[src/rtl/imm_field_encoder.sv]
// ---------------------------------------------------------------------------
// imm_field_encoder
//
// Inverse of the LEGv8 sign-extend unit: range-checks a 64-bit immediate
// against the field selected by a 2-bit format code, then inserts the
// (possibly truncated) field into a 32-bit base instruction word.
// Two register stages sit behind a valid/ready stream interface with full
// back-pressure. A saturating counter tracks how many errored results the
// consumer has taken.
//
// Ports:
//   clk        in   system clock, rising edge
//   reset      in   synchronous, active-high
//   in_valid   in   request present
//   in_ready   out  request accepted when in_valid & in_ready
//   in_fmt     in   00 ALU imm, 01 DT address, 10 branch, 11 cond-branch
//   in_imm     in   immediate (two's complement for signed formats)
//   in_instr   in   base instruction word
//   out_valid  out  result present
//   out_ready  in   consumer accepts when out_valid & out_ready
//   out_instr  out  base word with field inserted
//   out_err    out  immediate did not fit the field
//   err_count  out  errored results consumed, saturating at all-ones
// ---------------------------------------------------------------------------
module imm_field_encoder #(
    parameter int CNT_W = 16
) (
    input  logic             clk,
    input  logic             reset,
    input  logic             in_valid,
    output logic             in_ready,
    input  logic [1:0]       in_fmt,
    input  logic [63:0]      in_imm,
    input  logic [31:0]      in_instr,
    output logic             out_valid,
    input  logic             out_ready,
    output logic [31:0]      out_instr,
    output logic             out_err,
    output logic [CNT_W-1:0] err_count
);

    // Stage 1 holds the raw request exactly as accepted.
    logic        s1_valid;
    logic [1:0]  s1_fmt;
    logic [63:0] s1_imm;
    logic [31:0] s1_instr;

    // Result of the range check and field merge, computed from stage 1.
    logic [31:0] merged_instr;
    logic        range_err;

    logic s1_load;
    logic s2_load;

    // Stage 2 may take a new result when it is empty or being drained in
    // this same cycle, which is what allows a bubble-free drain + refill.
    assign s2_load  = s1_valid & (~out_valid | out_ready);

    // Held low during reset so nothing can be accepted while the
    // pipeline is being cleared.
    assign in_ready = ~reset & (~s1_valid | s2_load);
    assign s1_load  = in_valid & in_ready;

    // A signed field of width W fits when bits [63:W-1] are all equal,
    // i.e. the field's sign bit and every bit above it agree. Checking the
    // slice for all-ones or all-zeros covers both cases at once.
    always_comb begin
        merged_instr = s1_instr;
        range_err    = 1'b0;
        case (s1_fmt)
            2'b00: begin
                range_err    = |s1_imm[63:12];
                merged_instr = {s1_instr[31:22], s1_imm[11:0], s1_instr[9:0]};
            end
            2'b01: begin
                range_err    = ~((&s1_imm[63:8]) | ~(|s1_imm[63:8]));
                merged_instr = {s1_instr[31:21], s1_imm[8:0], s1_instr[11:0]};
            end
            2'b10: begin
                range_err    = ~((&s1_imm[63:25]) | ~(|s1_imm[63:25]));
                merged_instr = {s1_instr[31:26], s1_imm[25:0]};
            end
            default: begin
                range_err    = ~((&s1_imm[63:18]) | ~(|s1_imm[63:18]));
                merged_instr = {s1_instr[31:24], s1_imm[18:0], s1_instr[4:0]};
            end
        endcase
    end

    // Stage 1 register. Acceptance has priority over emptying because an
    // accept in the same cycle as an S1->S2 move simply replaces the entry.
    always_ff @(posedge clk) begin
        if (reset) begin
            s1_valid <= 1'b0;
            s1_fmt   <= 2'b00;
            s1_imm   <= 64'd0;
            s1_instr <= 32'd0;
        end else begin
            if (s1_load) begin
                s1_valid <= 1'b1;
                s1_fmt   <= in_fmt;
                s1_imm   <= in_imm;
                s1_instr <= in_instr;
            end else if (s2_load) begin
                s1_valid <= 1'b0;
            end
        end
    end

    // Stage 2 register driving the outputs. Data only changes on a load,
    // so a stalled result stays stable; valid drops once it is consumed.
    always_ff @(posedge clk) begin
        if (reset) begin
            out_valid <= 1'b0;
            out_instr <= 32'd0;
            out_err   <= 1'b0;
        end else begin
            if (s2_load) begin
                out_valid <= 1'b1;
                out_instr <= merged_instr;
                out_err   <= range_err;
            end else if (out_ready) begin
                out_valid <= 1'b0;
            end
        end
    end

    // Counts errored results as they are consumed, sticking at all-ones.
    always_ff @(posedge clk) begin
        if (reset) begin
            err_count <= '0;
        end else if (out_valid & out_ready & out_err & (err_count != {CNT_W{1'b1}})) begin
            err_count <= err_count + CNT_W'(1);
        end
    end

endmodule

[config.mk]
export PLATFORM = sky130hd
export DESIGN_NAME = imm_field_encoder
export DESIGN_NICKNAME = d
export VERILOG_FILES = /design/src/rtl/imm_field_encoder.sv
export SDC_FILE = /design/constraint.sdc
export NUM_CORES = 1
export LEC_CHECK = 0
export ABC_AREA = 1
export BUFFER_PORTS_ARGS = -buffer_cell sky130_fd_sc_hd__buf_4
export CAP_MARGIN = 25
export CELL_PAD_IN_SITES_DETAIL_PLACEMENT = 1
export CELL_PAD_IN_SITES_GLOBAL_PLACEMENT = 2
export CORE_MARGIN = 2
export CORE_UTILIZATION = 27
export DETAILED_ROUTE_END_ITERATION = 8
export PLACE_DENSITY_LB_ADDON = 0.1
export RECOVER_POWER = 25
export SLEW_MARGIN = 20
export SYNTH_ARGS = -nofsm -noshare
export SYNTH_HDL_FRONTEND = slang
export SYNTH_SLANG_ARGS = --single-unit
export TNS_END_PERCENT = 100
[constraint.sdc]
create_clock -name clk -period 1.62 [get_ports clk]
set_clock_uncertainty 0.15 [all_clocks]
set_input_delay 0.243 -clock clk [delete_from_list [all_inputs] [get_ports clk]]
set_output_delay 0.243 -clock clk [all_outputs]
set_load 0.02 [all_outputs]
==> metrics, run 1 <==
crit-path max FO 8; Synth area leaders dfxtp_1 41%, nand2_1 15%, nor2_1 5.7%; largest net degree at the start of global routing 77; Initial Utilization 27.7%; min Tclk post-route 1630 ps; Tot Pwr 9.81 mW; sequential area share after synthesis 41.3%; first-pass detailed-route iteration total 5; cell taking the most area after synthesis dfxtp_1; Worst slew margin 68.2%; Achievable Freq 612 MHz; CTS tree yes; CTS Buffer Depth 2; Worst-path clk slew 70 ps; Mapped Cells 932; area grow syn2layout 59.8%; Post-DP HPWL 17.0 mm; Netlist cell types 38; failing checks setup timing; crit path from out_valid; Worst Hold Launch out_ready; worst hold slack 90.5 ps; filler-free cell count of the finished design 1,579; HP Class in -> reg; PortBufs 143; most frequent cells after synthesis 262 x nand2_1, 140 x dfxtp_1, 103 x nor2_1, 101 x inv_1, 56 x a21oi_1; Main synth FF type dfxtp_1; Residual DRC 0; status finished with violations; most common cell in the netlist nand2_1; routed vias 7,218; CTS sink count 140; CTS buffer count 17; Startpoint Class register; RSZ-0062 raised after global routing true; syn avg cell area 7.27 um2; Cell Rows 57; Core ar. 0.0245 mm2; first-pass GRT wire length 39.3 mm; Hold Vio Cnt, Final 0; placed cell count 1,436; Post-Syn Nets 1,035; Final #Nets 1,345; clk root buf clkbuf_16; crit path capture type register; share of cells above drive strength 1 32.7%; Worst R2R Path Depth 10; Worst-Skew Late Latency 440 ps; final setup fails 9; post-route ant nets 0; final worst slack -13.8 ps; Via density 4.57; Setup WS pre-CTS -94.6 ps; Wirelength per Cell 16.6 um; max_cap viols 0; Final GP Congestion 0.770; post-layout util 44.3%; asr flop ratio synth 0%; vias in the first global route 7,432; worst setup path class reg -> reg; DRT iter0 DRCs 345; Ports 153; final max-slew violation count 0; Pleak 4.57 nW; Routed WL 26.2 mm; Die W 162 um; worst-margin pin slew 478 ps; Die H 162 um; initial antenna violation count 0; Worst VDD drop 551 uV; Global Route Usage Sum 19.0%; hold path cells 5; final critical-path share of the clock period 101%; H-tree Lvls 4; die area 0.0264 mm2; Worst EP required 1820 ps; Post-synth EDFFs 0; Synth Register Bits 140; fillers 2,945; CP arrival 1840 ps; top cell type's share of synthesized area 41.3%; global route overflow 0; Ys Warns 0; cell area power density 905 mW/mm2; Critical R2R Launch out_valid; # diodes 0; Synth Cell Area 0.00678 mm2
cell type report:
| class | instances | area [um2] | area share, % |
|---|---|---|---|
| Clock buffer | 18 | 439 | 4.05 |
| Multi-Input combinational cell | 642 | 3560 | 32.8 |
| Timing Repair Buffer | 336 | 3030 | 27.9 |
| Tap cell | 324 | 405 | 3.74 |
| Sequential cell | 140 | 2840 | 26.2 |
| Clock inverter | 14 | 169 | 1.56 |
| Inverter | 105 | 394 | 3.64 |
path summary, 6_finish.rpt:
path	endpoint	slack, ps
worst max-delay path	s1_imm[11]	-10
worst min-delay path	out_valid	90
worst min register to register	s1_instr[11]	320
worst max register to register	s1_imm[11]	-10
power by group:
part           total [mW]  switching [mW]  internal, mW  leakage [nW]
Combinational        1.80           0.932         0.871          3.11
Clock                4.13            1.87          2.26         0.302
Sequential           3.87           0.197          3.68          1.16
sequential cells by signal, summed over array words and instances (netlist names):
register / cells
s1_imm: 64
out_instr: 32
s1_instr: 23
err_count: 16
s1_fmt: 2
out_err: 1
out_valid: 1
s1_valid: 1
repair_timing:
action,4_1_cts,5_1_grt
buffers inserted,3,7
endpoints found under the hold margin,90,0
gates resized for setup,13,125
pin swaps,6,25
hold buffers,90,0
endpoints found under the setup margin,17,91
gates cloned,1,10
worst max-delay path, stage by stage (launching register included):
cell,delay (ps)
dfxtp_1,310
nand2_1,90
nor2_2,40
inv_2,70
nand2_4,60
buf_12,120
nor2_8,210
buf_12,200
clkbuf_16,190
nand2_2,50
o31ai_2,50
per-layer routing:
layer	vias to the layer above	GRT usage, %	wire (um)
met5	-	0	0
met4	0	4.34	184
met3	14	3.16	808
met2	123	31.0	12200
met1	3404	26.5	13000
li1	3677	-	-
metrics by stage:
stage          TNS (ps)  area, um2
2_1_floorplan         0       6790
3_3_place_gp       -347       8770
3_5_place_dp       -528       8770
4_1_cts           -75.7      10400
5_1_grt           -3240      10800
6_report          -56.8      10800
kinds of logic (layout without fill, tap and decap cells):
kind of cell / count (synthesis) / count (layout) / synth area share, %
adders and majority gates: 1 / 1 / 0.185
DFF: 140 / 140 / 41.3
and+or+nand+nor: 421 / 422 / 25.3
buffers and inverters: 151 / 473 / 9.96
xor gates and xnor gates: 8 / 8 / 1.03
AOI/OAI and AO/OA: 211 / 211 / 22.2
placed cells by master, fill, tap and decap left out, types with 10 or more instances in the layout:
cell / instances
nor2_2: 23
clkbuf_1: 24
o31ai_1: 15
dfxtp_2: 27
nand4_1: 10
dlygate4sd3_1: 90
o31ai_2: 27
nand3_1: 25
o21ai_1: 34
buf_4: 189
dfxtp_1: 111
nand2_2: 35
a21oi_1: 56
inv_1: 96
buf_12: 15
nand2_1: 230
o31ai_4: 10
clkbuf_16: 24
o21ai_0: 41
nor2_1: 79
No activity file was read; power rests on OpenSTA's default activity.
==> run 2, diff against run 1 <==
ABC_AREA = unset   (was 1)
CORE_ASPECT_RATIO = 0.6   (was unset)
CORE_UTILIZATION = 28   (was 27)
==> metrics, run 2 <==
area of the multi-input gates 0.00321 mm2 (-9.7%); final setup fails 108 (+99); min Tclk post-route 1970 ps (+337 ps); H-tree Lvls 4 (unchanged); initial antenna violation count 0 (unchanged); worst setup path class reg -> reg; Mapped Cells 708 (-24%); CTS sink count 140 (unchanged); largest net degree at the start of global routing 141 (+83%); cell taking the most area after synthesis dfxtp_1; crit path capture type register; CP Cell Sequence buf_4 > nor4_1 > nand4_1 > nor4_2 > buf_4 > nand4_1 > o211ai_2 > a311oi_1; failing checks setup timing; # diodes 0 (unchanged); routed vias 6,071 (-16%); commonest non-fill, non-tap cell in the layout nand2_1; asr flop ratio synth 0% (unchanged); clock power share 43.8% (+1.7 points); post-route setup TNS -6280 ps (-6230 ps); Placed Area 0.00799 mm2 (-8.9%); Post-Syn Nets 811 (-22%); clk root buf clkbuf_16; Sw Ratio 25.8% (-4.8 points); CTS buffer count 17 (unchanged); r2r setup slk -350 ps (-340 ps); Power Internal 6.86 mW (+0.77%); syn avg cell area 8.55 um2 (+18%); Final #Nets 1,098 (-18%); vias in the first global route 6,373 (-14%); final critical-path share of the clock period 122% (+21 points); Hold Vio Cnt, Final 0 (unchanged); sw power 2.38 mW (-21%); Register Area 0.00285 mm2 (+0.31%); Initial Utilization 28.6% (+0.92 points); Global Route Usage Sum 19.4% (+0.33 points); Synth Register Bits 140 (unchanged); design area 0.00974 mm2 (-10%); Die H 118 um (-27%); Worst slew margin 63.6% (-4.5 points); Worst Hold Launch out_ready; critical path endpoint out_err; Ys Warns 0 (unchanged); Main synth FF type dfxtp_1; Critical R2R Launch s1_imm[61]; max_cap viols 0 (unchanged); cell area power density 948 mW/mm2 (+4.8%); crit path from s1_imm[61]; max reg flops 64 (unchanged); Residual DRC 0 (unchanged); area grow syn2layout 61.0%; status finished with violations; share of cells above drive strength 1 29.5% (-3.2 points); Ports 153 (unchanged); Cell Rows 41 (-28%); PortBufs 143 (unchanged); first-pass detailed-route iteration total 4 (-1); post-route ant nets 0 (unchanged); Core ar. 0.0211 mm2 (-14%); final worst slack -351 ps (-337 ps); logic gate share of total power 14.8% (-3.6 points); Worst-Skew Late Latency 420 ps (-20 ps); DRT iter0 DRCs 268 (-22%); Synth area leaders dfxtp_1 46%, nand2_1 14%, nand3b_1 11%; most frequent cells in the layout 224 x nand2_1, 165 x buf_4, 116 x dfxtp_1; most frequent cells after synthesis 228 x nand2_1, 140 x dfxtp_1, 89 x nand3b_1, 40 x nor2_1, 35 x clkbuf_1; Worst VDD drop 712 uV (+29%); Routed WL 23.3 mm (-11%); Reg-to-Reg End out_err; Worst-path clk slew 60 ps (about the same); Worst EP required 1750 ps (-70 ps); CP arrival 2100 ps (+260 ps); Die W 194 um (+19%); top cell type's share of synthesized area 46.3% (+5.0 points); CTS Buffer Depth 2 (unchanged); Post-synth EDFFs 0 (unchanged); global route overflow 0 (unchanged); RSZ-0062 raised after global routing true; most common cell in the netlist nand2_1; Via density 4.72 (+3.2%); Worst R2R Path Depth 8 (-2); HP Class in -> reg; critical path's slowest cell dfxtp_1; first-pass GRT wire length 34.9 mm (-11%); Synth Cell Area 0.00605 mm2 (-11%); Pleak 4.17 nW (-8.9%); crit-path max FO 3 (-5); Setup WS pre-CTS -565 ps (-471 ps); sequential share of power 41.4% (+1.9 points); Biggest register s1_imm; sequential area share after synthesis 46.3% (+5.0 points); Achievable Freq 507 MHz (-17%); Post-DP HPWL 15.4 mm (-9.3%); Final GP Congestion 0.803 (+4.2%); Wirelength per Cell 18.1 um (+9.1%); final max-slew violation count 0 (unchanged); Netlist cell types 40 (+5.3%); die area 0.0228 mm2 (-13%); biggest regs s1_imm x64, out_instr x32, s1_instr x23; Startpoint Class register; worst-margin pin slew 546 ps (+67.9 ps); fillers 2,419 (-18%); CTS tree yes; crit-path max cell delay 320 ps (about the same)
[run 2: cell types whose count changed after synthesis, sizes merged, moves of 32 or more]
cell / before / now
a21oi: 57 / 25
nand2: 267 / 229
nand3b: 0 / 89
o31ai: 52 / 0
o21ai: 77 / 1
inv: 105 / 1
nor2: 108 / 40
[run 2: routing by layer]
| layer | vias up | track usage [%] | share of wire, % |
|---|---|---|---|
| met5 | - | 0 | 0 |
| li1 | 3004 | - | - |
| met4 | 0 | 3.93 | 0.38 |
| met3 | 4 | 3.84 | 4.7 |
| met1 | 2935 | 28.8 | 52 |
| met2 | 128 | 28.9 | 43 |
[run 2: layout make-up]
class | instances | area share, %
clock buffer | 19 | 4.55
sequential | 140 | 29.3
clock inverter | 13 | 1.64
inverter | 1 | 0.0385
timing repair buffer | 317 | 27.9
multi-input combinational | 518 | 33.0
tap | 279 | 3.58
[run 2: through the flow]
step | hold slack [ps] | power [mW] | instances | util (%)
floorplan | 192 | 4.42 | 708 | -
global placement | 278 | 4.99 | 1155 | 37.8
detailed placement | 286 | 5.02 | 1155 | 37.8
CTS | 116 | 9.30 | 1280 | 45.8
global route | 233 | 9.66 | 1287 | 46.1
finish | 197 | 9.24 | 1287 | 46.1
[run 2: critical path: cells and delay by family, from the launching register on]
family / cells / cell delay [ps]
AO/OA/AOI/OAI: 2 / 290
buffers and inverters: 2 / 290
flip-flops: 1 / 320
AND/OR/NAND/NOR: 4 / 790
[run 2: worst min-delay path by stage]
stage	end	slack, ps	cells past startpoint
2_1_floorplan	s1_imm[28]	190	2
5_1_grt	out_valid	230	5
3_5_place_dp	s1_imm[33]	290	3
3_3_place_gp	s1_imm[26]	280	3
4_1_cts	out_valid	120	5
6_report	out_valid	200	5
[run 2: cell families (layout without fill, tap and decap cells)]
family	after synthesis	in the layout	share of synthesized area, %
muxes	27	27	6.94
buffers and inverters	50	350	3.51
xor gates and xnor gates	14	14	2.03
DFF	140	140	46.3
AOI/OAI and AO/OA	46	46	5.04
adders and majority gates	1	1	0.207
and+or+nand+nor	430	430	36.0
[run 2: timing repair]
item	4_1_cts	5_1_grt
resized for setup	36	17
endpoints found under the hold margin	90	0
hold buffers	90	0
gates cloned	1	5
endpoints found under the setup margin	19	34
pin swaps	27	14
setup buffers	2	2
[run 2: power by group through the flow]
stage	registers [mW]	clock network (mW)	logic, mW
5_1_grt	3.85	4.32	1.49
3_5_place_dp	3.89	0	1.13
3_3_place_gp	3.88	0	1.12
6_report	3.83	4.04	1.37
2_1_floorplan	3.89	0	0.527
4_1_cts	3.82	4.14	1.34
==> run 3, diff against run 2 <==
CELL_PAD_IN_SITES_DETAIL_PLACEMENT = unset   (was 1)
CELL_PAD_IN_SITES_GLOBAL_PLACEMENT = unset   (was 2)
CORE_UTILIZATION = 45   (was 28)
PLACE_DENSITY = 0.72   (was unset)
PLACE_DENSITY_LB_ADDON = unset   (was 0.1)
==> metrics, run 3 (synthesis results as in run 2) <==
largest net degree at the start of global routing 141 (unchanged); CP arrival 2170 ps (+70 ps); Tot Pwr 8.85 mW (-4.2%); Final GP Congestion 0.899 (+12%); Pleak 4.09 nW (-1.8%); final critical-path share of the clock period 127% (+5.1 points); Startpoint Class register; hold path cells 3 (-2); PortBufs 143 (unchanged); Worst EP required 1740 ps (about the same); failing checks setup timing; most frequent cells in the layout 224 x nand2_1, 167 x buf_4, 118 x dfxtp_1; CTS Buffer Depth 2 (unchanged); Routed WL 20.5 mm (-12%); Biggest register s1_imm; Die W 154 um (-21%); final worst slack -434 ps (-83.0 ps); CTS buffer count 17 (unchanged); area of the multi-input gates 0.00324 mm2 (+0.70%); post-route setup TNS -19,900 ps (-13,610 ps); Die H 93.8 um (-20%); Register Area 0.00285 mm2 (-0.26%); CTS tree yes; fillers 999 (-59%); Worst-path clk slew 60 ps (about the same); max_cap viols 0 (unchanged); initial antenna violation count 0 (unchanged); Post-DP HPWL 12.6 mm (-18%); worst setup path class reg -> reg; first-pass detailed-route iteration total 4 (unchanged); global route overflow 0 (unchanged); crit-path max FO 3 (unchanged); post-route ant nets 0 (unchanged); Via density 5.27 (+12%); min Tclk post-route 2050 ps (+83.0 ps); Worst-Skew Late Latency 420 ps (about the same); die area 0.0144 mm2 (-37%); commonest non-fill, non-tap cell in the layout nand2_1; vias in the first global route 6,213 (-2.5%); Hold Vio Cnt, Final 0 (unchanged); HP Class in -> reg; status finished with violations; CTS sink count 140 (unchanged); area grow syn2layout 56.5%; biggest regs s1_imm x64, out_instr x32, s1_instr x23; final setup fails 131 (+21%); Initial Utilization 46.7% (+18 points); Residual DRC 0 (unchanged); crit path capture type register; Worst slew margin 65.4% (+1.8 points); Ports 153 (unchanged); Worst R2R Path Depth 6 (-2); max reg flops 64 (unchanged); routed vias 6,193 (+2.0%); Worst VDD drop 652 uV (-8.4%); DRT iter0 DRCs 472 (+76%); RSZ-0062 raised after global routing true; Achievable Freq 487 MHz (-4.0%); # diodes 0 (unchanged); Global Route Usage Sum 27.2% (+7.8 points); worst-margin pin slew 518 ps (-28.0 ps); clk root buf clkbuf_16; Final #Nets 1,096 (-0.18%); final max-slew violation count 0 (unchanged); Core ar. 0.0130 mm2 (-39%); cell area power density 934 mW/mm2 (-1.5%); Wirelength per Cell 17.5 um (-3.5%); share of cells above drive strength 1 29.1% (-0.41 points); first-pass GRT wire length 31.1 mm (-11%); Cell Rows 32 (-22%); H-tree Lvls 4 (unchanged)
-- run 3: changes by cell type in the layout (fill, tap and decap cells not counted), sizes merged --
cell      previous run  this run
clkinvlp             1         2
clkinv               3         7
buf                183       181
clkbuf              62        63
bufbuf               1         0
bufinv               3         1
inv                  7         3
-- run 3: area by class of cell --
class / instances / share of cell area (%)
Clock buffer: 19 / 4.68
Clock inverter: 12 / 1.24
Inverter: 1 / 0.0396
Multi-Input combinational cell: 518 / 34.2
Sequential cell: 140 / 30.0
Tap cell: 170 / 2.25
Timing Repair Buffer: 315 / 27.6
-- run 3: power breakdown --
| part | switching [mW] | internal [mW] |
|---|---|---|
| Clock | 1.53 | 2.16 |
| Combinational | 0.636 | 0.713 |
| Sequential | 0.164 | 3.65 |
| Total | 2.33 | 6.52 |
-- run 3: timing repair --
item                                   CTS  global route
hold buffers                            90             0
buffers inserted                         3             4
pin swaps                               18            17
endpoints found under the hold margin   90             0
cloned                                   0             3
resized for setup                       22            22
setup endpoints to repair               15            25
-- run 3: worst paths after layout --
check,start,endpoint,slack (ps)
max,s1_imm[27],out_err,-430
max reg2reg,s1_imm[27],out_err,-430
min,reset,s1_valid,220
min reg2reg,out_instr[26],out_instr[26],310
-- run 3: worst max-delay path, stage by stage (launching register included) --
cell	delay, ps
dfxtp_1	370
nand4_1	150
nor4_2	380
nand4_1	210
or4_4	460
o211ai_2	90
a311oi_1	110
-- run 3: per-stage QoR --
step | setup slack, ps | std cells | instance area [um2] | util [%] | hold slack, ps
2_1_floorplan | -76.8 | 708 | 6150 | - | 192
6_report | -434 | 1175 | 9470 | 73.0 | 224
3_5_place_dp | -499 | 1044 | 7860 | 60.6 | 280
3_3_place_gp | -425 | 1044 | 7860 | 60.6 | 278
5_1_grt | -494 | 1175 | 9470 | 73.0 | 256
4_1_cts | -384 | 1168 | 9460 | 72.9 | 217
-- run 3: metal layers --
layer  track usage, %  up-vias  share of wire [%]
met5                0        -                  0
met1             36.5     2937                 46
met4             7.34        0                1.3
li1                 -     2983                  -
met2             43.3      249                 45
met3             7.61       24                7.6
